<file path="config.mk">
export PLATFORM = sky130hd
export DESIGN_NAME = can_opb_arbiter
export DESIGN_NICKNAME = d
export VERILOG_FILES = /design/src/rtl/can_opb_arbiter.sv
export SDC_FILE = /design/constraint.sdc
export NUM_CORES = 1
export LEC_CHECK = 0
export CORE_AREA = 2 2 158 160
export CTS_CLUSTER_DIAMETER = 80
export DETAILED_ROUTE_END_ITERATION = 10
export DIE_AREA = 0 0 160 162
export PLACE_DENSITY = 0.65
export SLEW_MARGIN = 10
export SYNTH_ARGS = -nofsm -noshare
export SYNTH_HDL_FRONTEND = slang
export SYNTH_SLANG_ARGS = --single-unit
</file>
<file path="constraint.sdc">
create_clock -name OPB_CLK -period 3.6 [get_ports OPB_CLK]
set_clock_uncertainty 0.05 [all_clocks]
set_input_delay 0.36 -clock OPB_CLK [delete_from_list [all_inputs] [get_ports OPB_CLK]]
set_output_delay 0.36 -clock OPB_CLK [all_outputs]
set_load 0.005 [all_outputs]
</file>
<file path="src/rtl/can_opb_arbiter.sv">
// can_opb_arbiter: round-robin sharing of the quad-CAN OPB register port.
// One access at a time: grant, one-clock CAN_RE/CAN_WE strobe, optional wait
// for read data, then a one-clock ACK to the owner.
// Optional build macro CAN_ARB_ADDR_CHK_EN: reject addresses whose bits
// [14:11] do not select exactly one CAN window (ERR=1, no strobe).
module can_opb_arbiter #(
   parameter int NREQ   = 4,
   parameter int RD_LAT = 2,
   parameter int AW     = 32
) (
   input  logic                 OPB_CLK,
   input  logic                 OPB_RST,
   input  logic [NREQ-1:0]      REQ,
   input  logic [NREQ-1:0]      REQ_WR,
   input  logic [NREQ*AW-1:0]   REQ_ADDR,
   input  logic [NREQ*32-1:0]   REQ_WDATA,
   output logic [NREQ-1:0]      GNT,
   output logic [NREQ-1:0]      ACK,
   output logic                 ERR,
   output logic [31:0]          RDATA,
   output logic [AW-1:0]        CAN_ADDR,
   output logic [31:0]          CAN_WDATA,
   output logic                 CAN_RE,
   output logic                 CAN_WE,
   input  logic [31:0]          CAN_RDATA
);

   localparam int PW = (NREQ > 1) ? $clog2(NREQ) : 1;

   typedef enum logic [1:0] {IDLE, STROBE, WAIT, DONE} state_t;

   state_t          state;
   state_t          state_next;
   logic [PW-1:0]   rr_ptr;
   logic [PW-1:0]   winner;
   logic            found;
   logic [NREQ-1:0] gnt;
   logic [NREQ-1:0] ack;
   logic            err;
   logic [31:0]     rdata;
   logic [AW-1:0]   can_addr;
   logic [31:0]     can_wdata;
   logic            can_re;
   logic            can_we;
   logic            acc_wr;
   logic            acc_err;
   logic [2:0]      lat_cnt;
   logic            addr_bad;
   logic            enter_done;
   logic [AW-1:0]   addr_arr  [NREQ];
   logic [31:0]     wdata_arr [NREQ];
   logic [AW-1:0]   win_addr;
   logic [31:0]     win_wdata;

   for (genvar g = 0; g < NREQ; g++) begin : g_split
      assign addr_arr[g]  = REQ_ADDR[g*AW +: AW];
      assign wdata_arr[g] = REQ_WDATA[g*32 +: 32];
   end

   assign win_addr  = addr_arr[winner];
   assign win_wdata = wdata_arr[winner];

`ifdef CAN_ARB_ADDR_CHK_EN
   logic [3:0] win_sel;
   assign win_sel  = win_addr[14:11];
   assign addr_bad = !((win_sel != 4'd0) && ((win_sel & (win_sel - 4'd1)) == 4'd0));
`else
   assign addr_bad = 1'b0;
`endif

   // Round-robin search: first set REQ bit after the last winner, wrapping.
   always_comb begin
      found  = 1'b0;
      winner = '0;
      for (int k = 1; k <= NREQ; k++) begin
         int            idx;
         logic [PW-1:0] idx_pw;
         idx = int'(rr_ptr) + k;
         if (idx >= NREQ) idx = idx - NREQ;
         idx_pw = PW'(idx);
         if (!found && REQ[idx_pw]) begin
            found  = 1'b1;
            winner = idx_pw;
         end
      end
   end

   // State register.
   always_ff @(posedge OPB_CLK or posedge OPB_RST) begin
      if (OPB_RST) state <= IDLE;
      else         state <= state_next;
   end

   // Next-state logic; rejected accesses and writes skip the read wait.
   always_comb begin
      state_next = state;
      case (state)
         IDLE:   if (found) state_next = STROBE;
         STROBE: begin
            if (acc_err || acc_wr || (RD_LAT == 1)) state_next = DONE;
            else                                    state_next = WAIT;
         end
         WAIT:   if (lat_cnt == 3'd1) state_next = DONE;
         DONE:   state_next = IDLE;
         default: state_next = IDLE;
      endcase
   end

   assign enter_done = (state != DONE) && (state_next == DONE);

   // Registered grant, strobes, address/data, read capture and ACK/ERR.
   always_ff @(posedge OPB_CLK or posedge OPB_RST) begin
      if (OPB_RST) begin
         rr_ptr    <= PW'(NREQ - 1);
         gnt       <= '0;
         ack       <= '0;
         err       <= 1'b0;
         rdata     <= '0;
         can_addr  <= '0;
         can_wdata <= '0;
         can_re    <= 1'b0;
         can_we    <= 1'b0;
         acc_wr    <= 1'b0;
         acc_err   <= 1'b0;
         lat_cnt   <= '0;
      end else begin
         can_re <= 1'b0;
         can_we <= 1'b0;
         ack    <= enter_done ? gnt : '0;
         err    <= enter_done && acc_err;
         case (state)
            IDLE: begin
               if (found) begin
                  gnt     <= NREQ'(1) << winner;
                  rr_ptr  <= winner;
                  acc_wr  <= REQ_WR[winner];
                  acc_err <= addr_bad;
                  if (!addr_bad) begin
                     can_addr  <= win_addr;
                     can_wdata <= win_wdata;
                     can_re    <= !REQ_WR[winner];
                     can_we    <= REQ_WR[winner];
                  end
               end
            end
            STROBE: begin
               if (!acc_err && !acc_wr) begin
                  if (RD_LAT == 1) rdata   <= CAN_RDATA;
                  else             lat_cnt <= 3'(RD_LAT - 1);
               end
            end
            WAIT: begin
               if (lat_cnt == 3'd1) rdata   <= CAN_RDATA;
               else                 lat_cnt <= lat_cnt - 3'd1;
            end
            DONE: gnt <= '0;
            default: ;
         endcase
      end
   end

   assign GNT       = gnt;
   assign ACK       = ack;
   assign ERR       = err;
   assign RDATA     = rdata;
   assign CAN_ADDR  = can_addr;
   assign CAN_WDATA = can_wdata;
   assign CAN_RE    = can_re;
   assign CAN_WE    = can_we;

endmodule

</file>
==> results.rst <==
.. list-table::
   :header-rows: 1

   * - Metric
     - Value
   * - Wire length of the first global-routing pass
     - 41900 um
   * - Fin crit share
     - 71.7%
   * - Reg2reg start
     - rr_ptr[1]
   * - Transition at the pin with the smallest max-transition slack
     - 0.983 ns
   * - Number of enable flip-flop cells after synthesis
     - 0
   * - Starting density of the core
     - 26.5%
   * - Reg-to-reg critical path endpoint
     - CAN_WDATA[0]
   * - Sum of routed wire segments on met1
     - 11200 um
   * - Total met3 wirelength after detailed routing
     - 2370 um
   * - Worst-path maximum fanout
     - 29
   * - Horizontal extent of the die
     - 160 um
   * - Floorplan row count
     - 57
   * - Part of the Yosys area used for sequential elements
     - 44.7%
   * - Total Nets Final
     - 1308
   * - Outcome
     - finished clean
   * - Layout cells sized above 1
     - 10.2%
   * - Hold Worst Slack
     - 0.433 ns
   * - Fin. max-slew vios
     - 0
   * - Placeable core region
     - 0.0241 sq mm
   * - Power density relative to cell area
     - 774 mW/mm^2
   * - Port Buffer Count
     - 403
   * - Hold violation total from the final report
     - 0
   * - Max rail drop VDD
     - 0.000350 V
   * - Latest clock arrival within the worst-skew pair
     - 0.41 ns
   * - Dpl hpwl
     - 20600 um
   * - Max-slew headroom at the worst pin
     - 34.2%
   * - Clock root buffer master
     - clkbuf_16
   * - Final worst path period need
     - 2.58 ns
   * - Post-CTS Setup Bufs
     - 0
   * - Wire length after detailed routing
     - 28200 um
   * - Post-Syn Area
     - 0.00639 sq mm
   * - Worst Reg2Reg Path Length in Cells
     - 6
   * - Number of search-and-repair iterations in the first detailed-routing pass
     - 5
   * - Required time at the worst-slack endpoint
     - 3.90 ns
   * - Average size of a mapped cell
     - 10.1 sq um
   * - Top area cells in the synthesized netlist
     - dfrtp_1 44%, a221o_1 10%, o22a_1 8.8%, mux2_2 5.6%, a21oi_1 5.5%
   * - Max clock buf depth
     - 2
   * - Accumulated negative setup slack
     - 0 ns
   * - Post-synth ARST share
     - 100%
   * - Post-DR vias/cell
     - 5.21
   * - Count of warnings emitted by yosys
     - 0
   * - Iteration-0 DRC count of the detailed router
     - 412
   * - Setup repair after global routing missed its margin
     - false
   * - Number of buffers created by CTS
     - 17
   * - Setup-violating endpoint count in the final report
     - 0
   * - Max layer used
     - met4
   * - Sequential cell area
     - 0.00286 sq mm
   * - Cell taking the most area after synthesis
     - dfrtp_1
   * - Count of pins on the block boundary
     - 405
   * - Clock Sinks
     - 114
   * - Max-cap violations
     - 0
   * - Die Ht
     - 162 um
   * - Sort of element at the end of the critical path
     - flip-flop
   * - Resize count post-CTS
     - 0
   * - Multi-input logic area
     - 0.00319 sq mm
   * - Critical Path AT
     - 2.88 ns
   * - Flops & latches, synth
     - 114
   * - Synthesis-to-layout area growth
     - 77.9%
   * - Clock tree from TritonCTS
     - done
   * - CTS H-Tree Depth
     - 4
   * - FF-to-FF setup slack
     - 1.19 ns
   * - Clock Pin Slew Worst Setup and Hold Paths
     - 0.06 ns
   * - Primary FF master, synth
     - dfrtp_1
   * - DRC violations left
     - 0
   * - Leakage power summed over all cells
     - 4.37 nW
   * - Highest achievable clock rate
     - 387 MHz
   * - Global placer's final weighted congestion
     - 0.844
   * - Synth cell types
     - 43
   * - Die Outline Area
     - 0.0259 sq mm
   * - Post-synth top area share
     - 43.9%
   * - Fillcell total
     - 2297
   * - Post-route antenna net violation count
     - 0
   * - GRT overflow
     - 0
   * - Via count
     - 6992
   * - Largest net degree at the start of global routing
     - 68
   * - Cell count after synthesis
     - 632
   * - Metal2 WL
     - 14100 um
   * - Worst setup SP type
     - input pin
   * - Critical path class
     - input pin to flip-flop
   * - Path category of the worst min-delay check
     - input pin to asynchronous set/reset pin
   * - Net count after synthesis
     - 936
   * - Via count of the first global-routing pass
     - 7067
   * - Global-route total usage across every layer
     - 21.1%
   * - Hold-fix buffer count after cts
     - 0
   * - Antenna violations before repair
     - 2
   * - DR WL/cell
     - 21.0 um
registers in the layout, indices dropped and copies added, names as in the netlist:
register	count
rr_ptr	2
ACK	4
state	2
RDATA	32
CAN_ADDR	32
lat_cnt	3
CAN_RE	1
GNT	4
acc_wr	1
CAN_WDATA	32
CAN_WE	1
critical path, stage by stage:
cell	delay, ns
clkdlybuf4s50_1	0.71
o21ai_0	0.28
o211a_2	0.68
buf_4	0.45
a221o_1	0.22
o22a_1	0.12
metrics by stage:
step	cell area (sq um)	util, %	power (mW)	setup WS (ns)	cells
2_1_floorplan	6390	-	4.64	0.178	632
3_3_place_gp	10700	44.4	6.88	0.623	1309
3_5_place_dp	10700	44.4	6.96	0.599	1309
4_1_cts	11400	47.1	8.88	1.03	1341
5_1_grt	11400	47.1	9.36	0.861	1342
6_report	11400	47.1	8.79	1.02	1342
synth_stat cells (2+ instances only):
cell type    n
a221o_1     64
nand2b_1     4
buf_6        5
clkbuf_1    26
mux2_2      32
nor2b_1      3
o21ai_0     70
ha_1         6
nand3b_1     2
o211ai_2     2
dfstp_2      2
buf_2       32
o21ai_1      3
inv_1        5
buf_4        8
and3_1       2
a21oi_1     70
o21a_1       5
and2_1       5
nand2_1     13
nor2_1       6
a22o_1       4
a211oi_2     2
nand3_1     65
o31ai_1      2
mux2i_1      3
o22a_1      64
dfrtp_1    112
kinds of logic after synthesis:
group           share of synthesized area [%]
other cells                            0.0587
flops                                    44.7
buf+inv                                  6.21
mux                                      6.11
compound gates                           33.6
fa+ha+maj                                1.18
simple gates                             8.19
metal layers:
layer	vias to the layer above	GRT usage (%)
li1	3207	-
met1	3379	24.9
met2	374	37.2
met3	32	6.46
met4	0	6.10
met5	-	0
where the power goes:
part | switching [mW] | internal, mW | leakage, nW | total (mW)
logic | 2.07 | 2.52 | 2.74 | 4.59
clock network | 0.699 | 1.18 | 0.313 | 1.88
registers | 0.387 | 1.94 | 1.32 | 2.33
total | 3.16 | 5.64 | 4.37 | 8.79
area by class of cell:
| class | count | share of cell area [%] |
|---|---|---|
| antenna | 1 | 0.0220 |
| clock inverter | 15 | 1.94 |
| timing repair buffer | 424 | 37.3 |
| multi-input combinational | 441 | 28.0 |
| tap | 324 | 3.57 |
| sequential | 114 | 25.1 |
| inverter | 6 | 0.220 |
| clock buffer | 17 | 3.74 |
how the worst max path moves through the flow:
stage / endpoint / slack (ns) / from
finish: CAN_ADDR[24] / 1.02 / REQ[1]
global route: CAN_ADDR[27] / 0.86 / REQ[1]
CTS: CAN_ADDR[2] / 1.03 / REQ[1]
detailed placement: CAN_ADDR[2] / 0.60 / REQ[1]
global placement: CAN_ADDR[22] / 0.62 / REQ[1]
floorplan: ACK[0] / 0.18 / OPB_RST
placed cells by master, fill, tap and decap left out, types with 2 or more instances in the layout:
cell	n
nand3b_1	2
nand3_1	65
nand2_1	13
and2_1	5
inv_1	4
ha_1	6
nor2b_1	2
dfstp_2	2
clkbuf_16	17
inv_6	5
inv_8	2
o22a_1	64
nand2b_1	3
mux2i_1	3
buf_4	17
o21a_1	4
nor2_1	6
dfrtp_1	112
a22o_1	4
o21ai_0	70
a21oi_1	70
mux2_2	32
o21ai_1	3
a211oi_2	2
a221o_1	64
clkdlybuf4s50_1	403
bufinv_16	4
and3_1	2
o31ai_1	2
buf_12	4
clkinv_4	3
Power figures use the tool's default switching activity.
